### config.mk
export PLATFORM = sky130hd
export DESIGN_NAME = dec16_counter_flat
export DESIGN_NICKNAME = d
export VERILOG_FILES = /design/src/rtl/dec16_counter_if.sv /design/src/rtl/dec16_counter.sv /design/src/flat_wrapper.sv
export SDC_FILE = /design/constraint.sdc
export NUM_CORES = 1
export LEC_CHECK = 0
export ABC_AREA = 1
export CAP_MARGIN = 20
export CORE_ASPECT_RATIO = 2
export CORE_MARGIN = 2
export CORE_UTILIZATION = 45
export CTS_CLUSTER_DIAMETER = 200
export DETAILED_ROUTE_END_ITERATION = 10
export GPL_TIMING_DRIVEN = 0
export PLACE_DENSITY = 0.78
export SLEW_MARGIN = 15
export SYNTH_ARGS = -nofsm -noshare
export SYNTH_HDL_FRONTEND = slang
export SYNTH_SLANG_ARGS = --single-unit
### constraint.sdc
create_clock -name clk -period 1.7 [get_ports clk]
set_clock_uncertainty 0.2 [all_clocks]
set_input_delay 0.255 -clock clk [delete_from_list [all_inputs] [get_ports clk]]
set_output_delay 0.255 -clock clk [all_outputs]
set_load 0.05 [all_outputs]
### src/rtl/dec16_counter_if.sv
// Control/data bundle for dec16_counter: load/dec/in toward the counter,
// out/zero/borrow/underflow back from it.
interface dec16_counter_if #(
    parameter int WIDTH = 16
);
  logic             load;
  logic             dec;
  logic [WIDTH-1:0] in;
  logic [WIDTH-1:0] out;
  logic             zero;
  logic             borrow;
  logic             underflow;

  modport master (
    output load,
    output dec,
    output in,
    input  out,
    input  zero,
    input  borrow,
    input  underflow
  );

  modport slave (
    input  load,
    input  dec,
    input  in,
    output out,
    output zero,
    output borrow,
    output underflow
  );
endinterface

### src/rtl/dec16_counter.sv
// Registered loadable down-counter with zero detect, borrow pulse and sticky underflow.
// Optional macro DEC16_SATURATE_EN: decrement at zero holds 0 instead of wrapping.
module dec16_counter #(
    parameter int WIDTH = 16
) (
  input logic            clk,
  input logic            reset,
  dec16_counter_if.slave bus
);
  localparam logic [WIDTH-1:0] ONE = {{(WIDTH-1){1'b0}}, 1'b1};

  logic [WIDTH-1:0] out_reg;
  logic [WIDTH-1:0] out_next;
  logic             borrow_reg;
  logic             borrow_next;
  logic             underflow_reg;
  logic             underflow_next;
  logic             at_zero;

  assign at_zero = (out_reg == '0);

  always_ff @(posedge clk or posedge reset) begin
    if (reset) begin
      out_reg       <= '0;
      borrow_reg    <= 1'b0;
      underflow_reg <= 1'b0;
    end else begin
      out_reg       <= out_next;
      borrow_reg    <= borrow_next;
      underflow_reg <= underflow_next;
    end
  end

  // Priority: load over dec over hold; borrow only lives for the edge that caused it.
  always_comb begin
    out_next       = out_reg;
    borrow_next    = 1'b0;
    underflow_next = underflow_reg;
    if (bus.load) begin
      out_next       = bus.in;
      underflow_next = 1'b0;
    end else if (bus.dec) begin
      borrow_next    = at_zero;
      underflow_next = underflow_reg | at_zero;
`ifdef DEC16_SATURATE_EN
      out_next       = at_zero ? '0 : (out_reg - ONE);
`else
      out_next       = out_reg - ONE;
`endif
    end
  end

  assign bus.out       = out_reg;
  assign bus.zero      = at_zero;
  assign bus.borrow    = borrow_reg;
  assign bus.underflow = underflow_reg;
endmodule

### src/flat_wrapper.sv
// flat-port wrapper written by rule: the top's interface ports become plain ports
module dec16_counter_flat 
#(
    parameter int WIDTH = 16
)
  (clk, reset, bus_load, bus_dec, bus_in, bus_out, bus_zero, bus_borrow, bus_underflow);
  dec16_counter_if #(.WIDTH(WIDTH)) bus_i ();
  input logic clk;
  input logic reset;
  input wire logic [$bits(bus_i.load)-1:0] bus_load;
  input wire logic [$bits(bus_i.dec)-1:0] bus_dec;
  input wire logic [$bits(bus_i.in)-1:0] bus_in;
  output wire logic [$bits(bus_i.out)-1:0] bus_out;
  output wire logic [$bits(bus_i.zero)-1:0] bus_zero;
  output wire logic [$bits(bus_i.borrow)-1:0] bus_borrow;
  output wire logic [$bits(bus_i.underflow)-1:0] bus_underflow;
  assign bus_i.load = bus_load;
  assign bus_i.dec = bus_dec;
  assign bus_i.in = bus_in;
  assign bus_out = bus_i.out;
  assign bus_zero = bus_i.zero;
  assign bus_borrow = bus_i.borrow;
  assign bus_underflow = bus_i.underflow;
  dec16_counter #(.WIDTH(WIDTH)) u_core (.clk(clk), .reset(reset), .bus(bus_i));
endmodule
==> results of run 1 <==
[metrics by stage]
step,worst slack [ns],cells,util (%)
detailed placement,-0.800,238,64.2
global route,-0.369,256,71.2
floorplan,-0.196,173,-
CTS,-0.326,253,69.8
global placement,-0.793,238,64.2
finish,-0.316,256,71.2
[logic make-up (layout without fill, tap and decap cells)]
group	after synthesis	in the layout
AO/OA/AOI/OAI	16	16
XOR/XNOR	4	4
adder cells (fa/ha/maj)	1	1
buffers and inverters	26	81
flip-flops	18	18
AND/OR/NAND/NOR	108	108
[report_power, final]
group / internal [W] / leakage (nW) / total [W] / switching, W
registers: 0.000476 / 0.215 / 0.000547 / 0.0000710
logic: 0.000225 / 0.675 / 0.000610 / 0.000384
clock network: 0.000206 / 0.0288 / 0.000358 / 0.000152
total: 0.000907 / 0.919 / 0.00151 / 0.000608
[routing by layer]
metal | share of wire [%] | vias up | wire length (um) | global-route usage, %
met2 | 54 | 51 | 2000 | 43.3
met5 | 0 | - | 0 | 0
met3 | 3.9 | 22 | 146 | 3.43
li1 | - | 660 | - | -
met4 | 6.3 | 0 | 235 | 18.7
met1 | 36 | 627 | 1340 | 27.2
[worst register-to-register path, stage by stage, from the launching register on]
cell and delay (ns):
dfrtp_2 0.42, buf_4 0.15, nor2_4 0.15, nand2_1 0.13, nor2_4 0.18, xor2_1 0.19, nand2_1 0.07, nand2_1 0.05
[area by class of cell]
type                    instances  area share (%)
multi-input cells             129            38.8
flip-flops and latches         18            25.1
repair buffers                 51            25.1
inverters                      22            4.72
clock buffers                   4            3.01
well taps                      28            1.91
plain buffers                   4            1.44
[final timing paths]
check,startpoint,endpoint,slack (ns)
max,u_core.bus.out[0],bus_zero,-0.32
min,bus_load,u_core.bus.out[6],0.13
max reg2reg,u_core.bus.out[0],u_core.bus.out[7],0.10
min reg2reg,u_core.bus.underflow,u_core.bus.underflow,0.29
max in group asynchronous,reset,u_core.bus.out[1],0.56
min in group asynchronous,reset,u_core.bus.underflow,0.22
[placed cells by master (no fill, tap or decap)]
| master | instances |
|---|---|
| clkbuf_8 | 4 |
| dfrtp_2 | 7 |
| clkbuf_1 | 1 |
| nor2_8 | 1 |
| inv_1 | 16 |
| clkinvlp_4 | 1 |
| nand2_1 | 56 |
| clkdlybuf4s50_1 | 18 |
| ha_4 | 1 |
| buf_4 | 17 |
| o221ai_1 | 2 |
| nand3_4 | 1 |
| o211ai_1 | 1 |
| nor2_4 | 5 |
| dlygate4sd2_1 | 6 |
| clkdlybuf4s15_1 | 3 |
| o21ai_0 | 3 |
| clkdlybuf4s15_2 | 5 |
| nor2_2 | 2 |
| xnor2_1 | 1 |
| dfrtp_1 | 11 |
| nand2_8 | 1 |
| nor2_1 | 20 |
| inv_2 | 5 |
| nand3_1 | 17 |
| clkbuf_2 | 4 |
| buf_8 | 1 |
| xor2_1 | 3 |
| nand3b_1 | 1 |
| a22oi_1 | 10 |
| nand2_4 | 1 |
| nand2_2 | 2 |
| nor4_1 | 1 |
[what timing repair did]
| item | CTS | global route |
|---|---|---|
| pin swaps | 4 | 2 |
| endpoints found under the setup margin | 19 | 11 |
| gates resized for setup | 40 | 15 |
| cloned | 0 | 0 |
| setup buffers | 11 | 3 |
| endpoints found under the hold margin | 0 | 0 |
==> results.ini, run 1 <==
[status]
status=finished, violations left
violations=negative setup slack

[yosys]
synthFlopType=dfrtp_1
synth_xor_area_share_pct=2.87
async_reset_ff_share_pct=100
synth_top_family_by_area=simple AND/OR/NAND/NOR gates
synth_top_area_share_pct=36.9
ys_seq_area_share_pct=36.9
yosysTopAreaCell=dfrtp_1
yosysUniqueCellTypes=23
ys_ff_latch=18
synth_common_cells=nand2_1 (56), nor2_1 (22), inv_1 (19)
syn_area_mm2=0.00122
synth-edff-count=0
yosys.area_share.simple_pct=40.8
synthCells=173
netlist_top_cells_area=dfrtp_1 (37%), nand2_1 (17%), nand3_1 (7.0%)
syn_nets=194
synth.most_common_cell=nand2_1
synth_fa_ha_area_share_pct=1.03
muxShareOfSynthArea_pct=0
synth_warnings=0
syn_avg_cell_area_um2=7.05
synth_compound_area_share_pct=9.44

[finish]
largest_reg_flops=16
nFillCells=226
seq_area_um2=459
drive_above_1_share_pct=25.4
nNetsFinal=250
area_growth_pct=50.1
multi_input_area_um2=709
antenna_cells=0
stdcell_area_mm2=0.00183

[power]
ir_drop_v=0.000503
power.total_w=0.00151
leakage_nw=0.919
p_per_area_mw_per_mm2=828

[setup_path]
worstSetupStartpointType=register
cp.arrival_ns=1.56
crit_slowest_cell=dfrtp_2
path_cells=inv_2 > ha_4 > nand2_8 > nor2_8 > nand2_4 > nor2_4 > nand3_4 > clkinvlp_4 > buf_8
path_buf_inv=3
crit_type=register to output pin
worst-path-max-fanout=3
critPathMaxStageDelay_ns=0.42
reg2reg_depth=7
cp_num_cells=9
cp.required_ns=1.24
cp-end-kind=output pin
crit_family=flip-flops

[clocking]
cts-root-buf=clkbuf_8
cts.htree.levels=1
hold_buffers=0
cts_tree=yes
clock_latency_ns=0.26
cts.reportedPaths.clkPinSlew_ns=0.07
cts_sinks=18
clockBufferDepth=2
cts_made_buffers=3

[detailed_routing]
routedWlPerCell_um=14.6
avgViaCountPerCell=5.31
drc=0
wl_mm=3.73
first_pass_iters=5
postRouteAntennaNets=0
vias=1360
drt_iter0_markers=33

[die]
die_y_um=77.6
num_rows=26
die-area_mm2=0.00317
die_w_um=40.8
start_util_pct=47.5
io_pins=39
core_area_mm2=0.00257

[global_route]
grt-ovfl-total=0
grt_pass1_vias=1375
grt_first_pass_wirelength_mm=5.85
grt_start_max_net_pins=19
antenna_found_initial=0
grt_usage_pct=26.3

[placed_design]
dp_hpwl_mm=2.63
port_buffers=37
post_dp_cell_area_mm2=0.00165
gp_congestion=0.890

[timing]
setup_ws_ns=-0.316
layout_worst_path_cycle_share_pct=119
timing.final.max_slew_violations=0
hold_viol=0
worst_pin_slew_ns=0.741
rsz0062_at_grt=yes
setup_viol=1
setup_tns_ns=-0.316
clock.fmax_mhz=496
period_needed_ns=2.02
maxSlewHeadroom_pct=50.6
hold_ws_ns=0.133

[worst_hold_path]
hold_path_depth=3
hold_path.class=primary input to register

[job]
cap_violations=0

No activity file was read; power rests on OpenSTA's default activity.
==> inputs of run 2 (changes only) <==
- GPL_TIMING_DRIVEN: 0 -> 1
- TNS_END_PERCENT: default -> 1
==> results.ini, run 2 (same netlist as run 1, synthesis figures left out) <==
[die]
die_w_um=40.8
io_pins=39
start_util_pct=47.5
die-area_mm2=0.00317
core_area_mm2=0.00257
die_y_um=77.6
num_rows=26

[timing]
period_needed_ns=2.00
worst_pin_slew_ns=0.344
layout_worst_path_cycle_share_pct=118
maxSlewHeadroom_pct=76.8
setup_ws_ns=-0.303
setup_tns_ns=-0.468
timing.final.max_slew_violations=0
hold_viol=0
rsz0062_at_grt=yes
clock.fmax_mhz=499
setup_viol=3

[finish]
largest_reg_flops=16
layout_commonest_cell=nand2_1
antenna_cells=0
nFillCells=145
nNetsFinal=268
stdcell_area_mm2=0.00217
final_cell_mix=nand2_1 (55), buf_4 (35), clkdlybuf4s50_1 (19), buf_12 (19), nor2_1 (18)
drive_above_1_share_pct=36.2
area_growth_pct=77.9

[setup_path]
critPathMaxStageDelay_ns=0.41
crit_family=flip-flops
crit_type=register to output pin
cp-end-kind=output pin
worstSetupStartpointType=register
path_buf_inv=3
crit_slowest_cell=dfrtp_2
cp.arrival_ns=1.55
cpMostUsedCell=nand2_4
worst-path-max-fanout=2
path_cells=inv_2 > ha_4 > nand2_4 > nor2_8 > nand2_4 > nor2_4 > nand3_2 > clkinvlp_4 > buf_12
cp.required_ns=1.24

[detailed_routing]
avgViaCountPerCell=5.78
postRouteAntennaNets=0
wl_mm=5.03
drc=0
first_pass_iters=4
routedWlPerCell_um=18.4
drt_iter0_markers=110
vias=1583

[clocking]
clockBufferDepth=2
cts_tree=yes
hold_buffers=0
cts_sinks=18
cts.htree.levels=1
cts.reportedPaths.clkPinSlew_ns=0.08
clock_latency_ns=0.26
cts_made_buffers=3
cts-root-buf=clkbuf_8

[global_route]
antenna_found_initial=0
grt_first_pass_wirelength_mm=8.14
grt_usage_pct=36.8
grt_pass1_vias=1763
grt-ovfl-total=0
grt_start_max_net_pins=19

[power]
power.total_w=0.00178
p_per_area_mw_per_mm2=822
ir_drop_v=0.000647
leakage_nw=1.08

[worst_hold_path]
hold_path.class=primary input to async pin

[status]
status=finished, violations left
violations=negative setup slack

[placed_design]
gp_congestion=0.907
post_dp_cell_area_mm2=0.00206
dp_hpwl_mm=3.28
port_buffers=38

[job]
cap_violations=0

run 2: cell count changes in the layout (fill, tap and decap cells not counted), sizes merged:
cell           previous run  this run
clkdlybuf4s15             8         0
buf                      18        54
clkdlybuf4s50            18        19
dlygate4sd2               6         0
clkbuf                    9         4
run 2: metrics by stage:
step | worst slack (ns) | hold WS (ns) | utilization [%] | cells
after floorplan | -0.196 | -0.00684 | - | 173
after global placement | 0.0333 | 0.327 | 80.0 | 266
after detailed placement | -0.00526 | 0.336 | 80.0 | 266
after CTS | -0.284 | 0.124 | 83.1 | 273
after global routing | -0.384 | 0.150 | 84.5 | 274
final | -0.303 | 0.110 | 84.5 | 274
run 2: timing repair:
| action | CTS | global route |
|---|---|---|
| pin swaps | 1 | 2 |
| setup buffers | 3 | 1 |
| resized for setup | 2 | 9 |
| endpoints found under the hold margin | 0 | 0 |
| endpoints found under the setup margin | 1 | 10 |
run 2: layout make-up:
type / instances / area, um2 / area share [%]
inverters: 22 / 86.3 / 3.98
flip-flops and latches: 18 / 458 / 21.1
clock buffers: 4 / 55.1 / 2.54
multi-input cells: 129 / 703 / 32.4
well taps: 28 / 35.0 / 1.61
repair buffers: 73 / 833 / 38.4
run 2: power by group:
part	internal, W	total, W	leakage (nW)	switching, W
Sequential	0.000475	0.000519	0.216	0.0000444
Combinational	0.000400	0.000886	0.837	0.000485
Clock	0.000206	0.000379	0.0288	0.000172
Total	0.00108	0.00178	1.08	0.000702
run 2: tightest hold or removal path, delay by kind of cell:
kind,cells,cell delay (ns)
buffers and inverters,3,0.71
run 2: worst paths after layout:
kind                                       from                   end  slack [ns]  depth (start not counted)
max in group asynchronous                 reset     u_core.bus.out[1]        0.96                          3
min in group clk           u_core.bus.underflow  u_core.bus.underflow        0.36                          2
max                           u_core.bus.out[1]              bus_zero       -0.30                          9
min                                       reset     u_core.bus.out[6]        0.11                          3
min reg2reg                u_core.bus.underflow  u_core.bus.underflow        0.36                          2
max reg2reg                   u_core.bus.out[1]     u_core.bus.out[9]       -0.16                          8
run 2: metal layers:
metal / part of all wire (%) / global-route usage (%) / vias to the layer above / wire (um)
met5: 0 / 0 / - / 0
met4: 7.2 / 24.0 / 0 / 363
met3: 6.5 / 6.86 / 43 / 329
met2: 55 / 59.8 / 104 / 2770
met1: 31 / 39.1 / 740 / 1570
li1: - / - / 696 / -
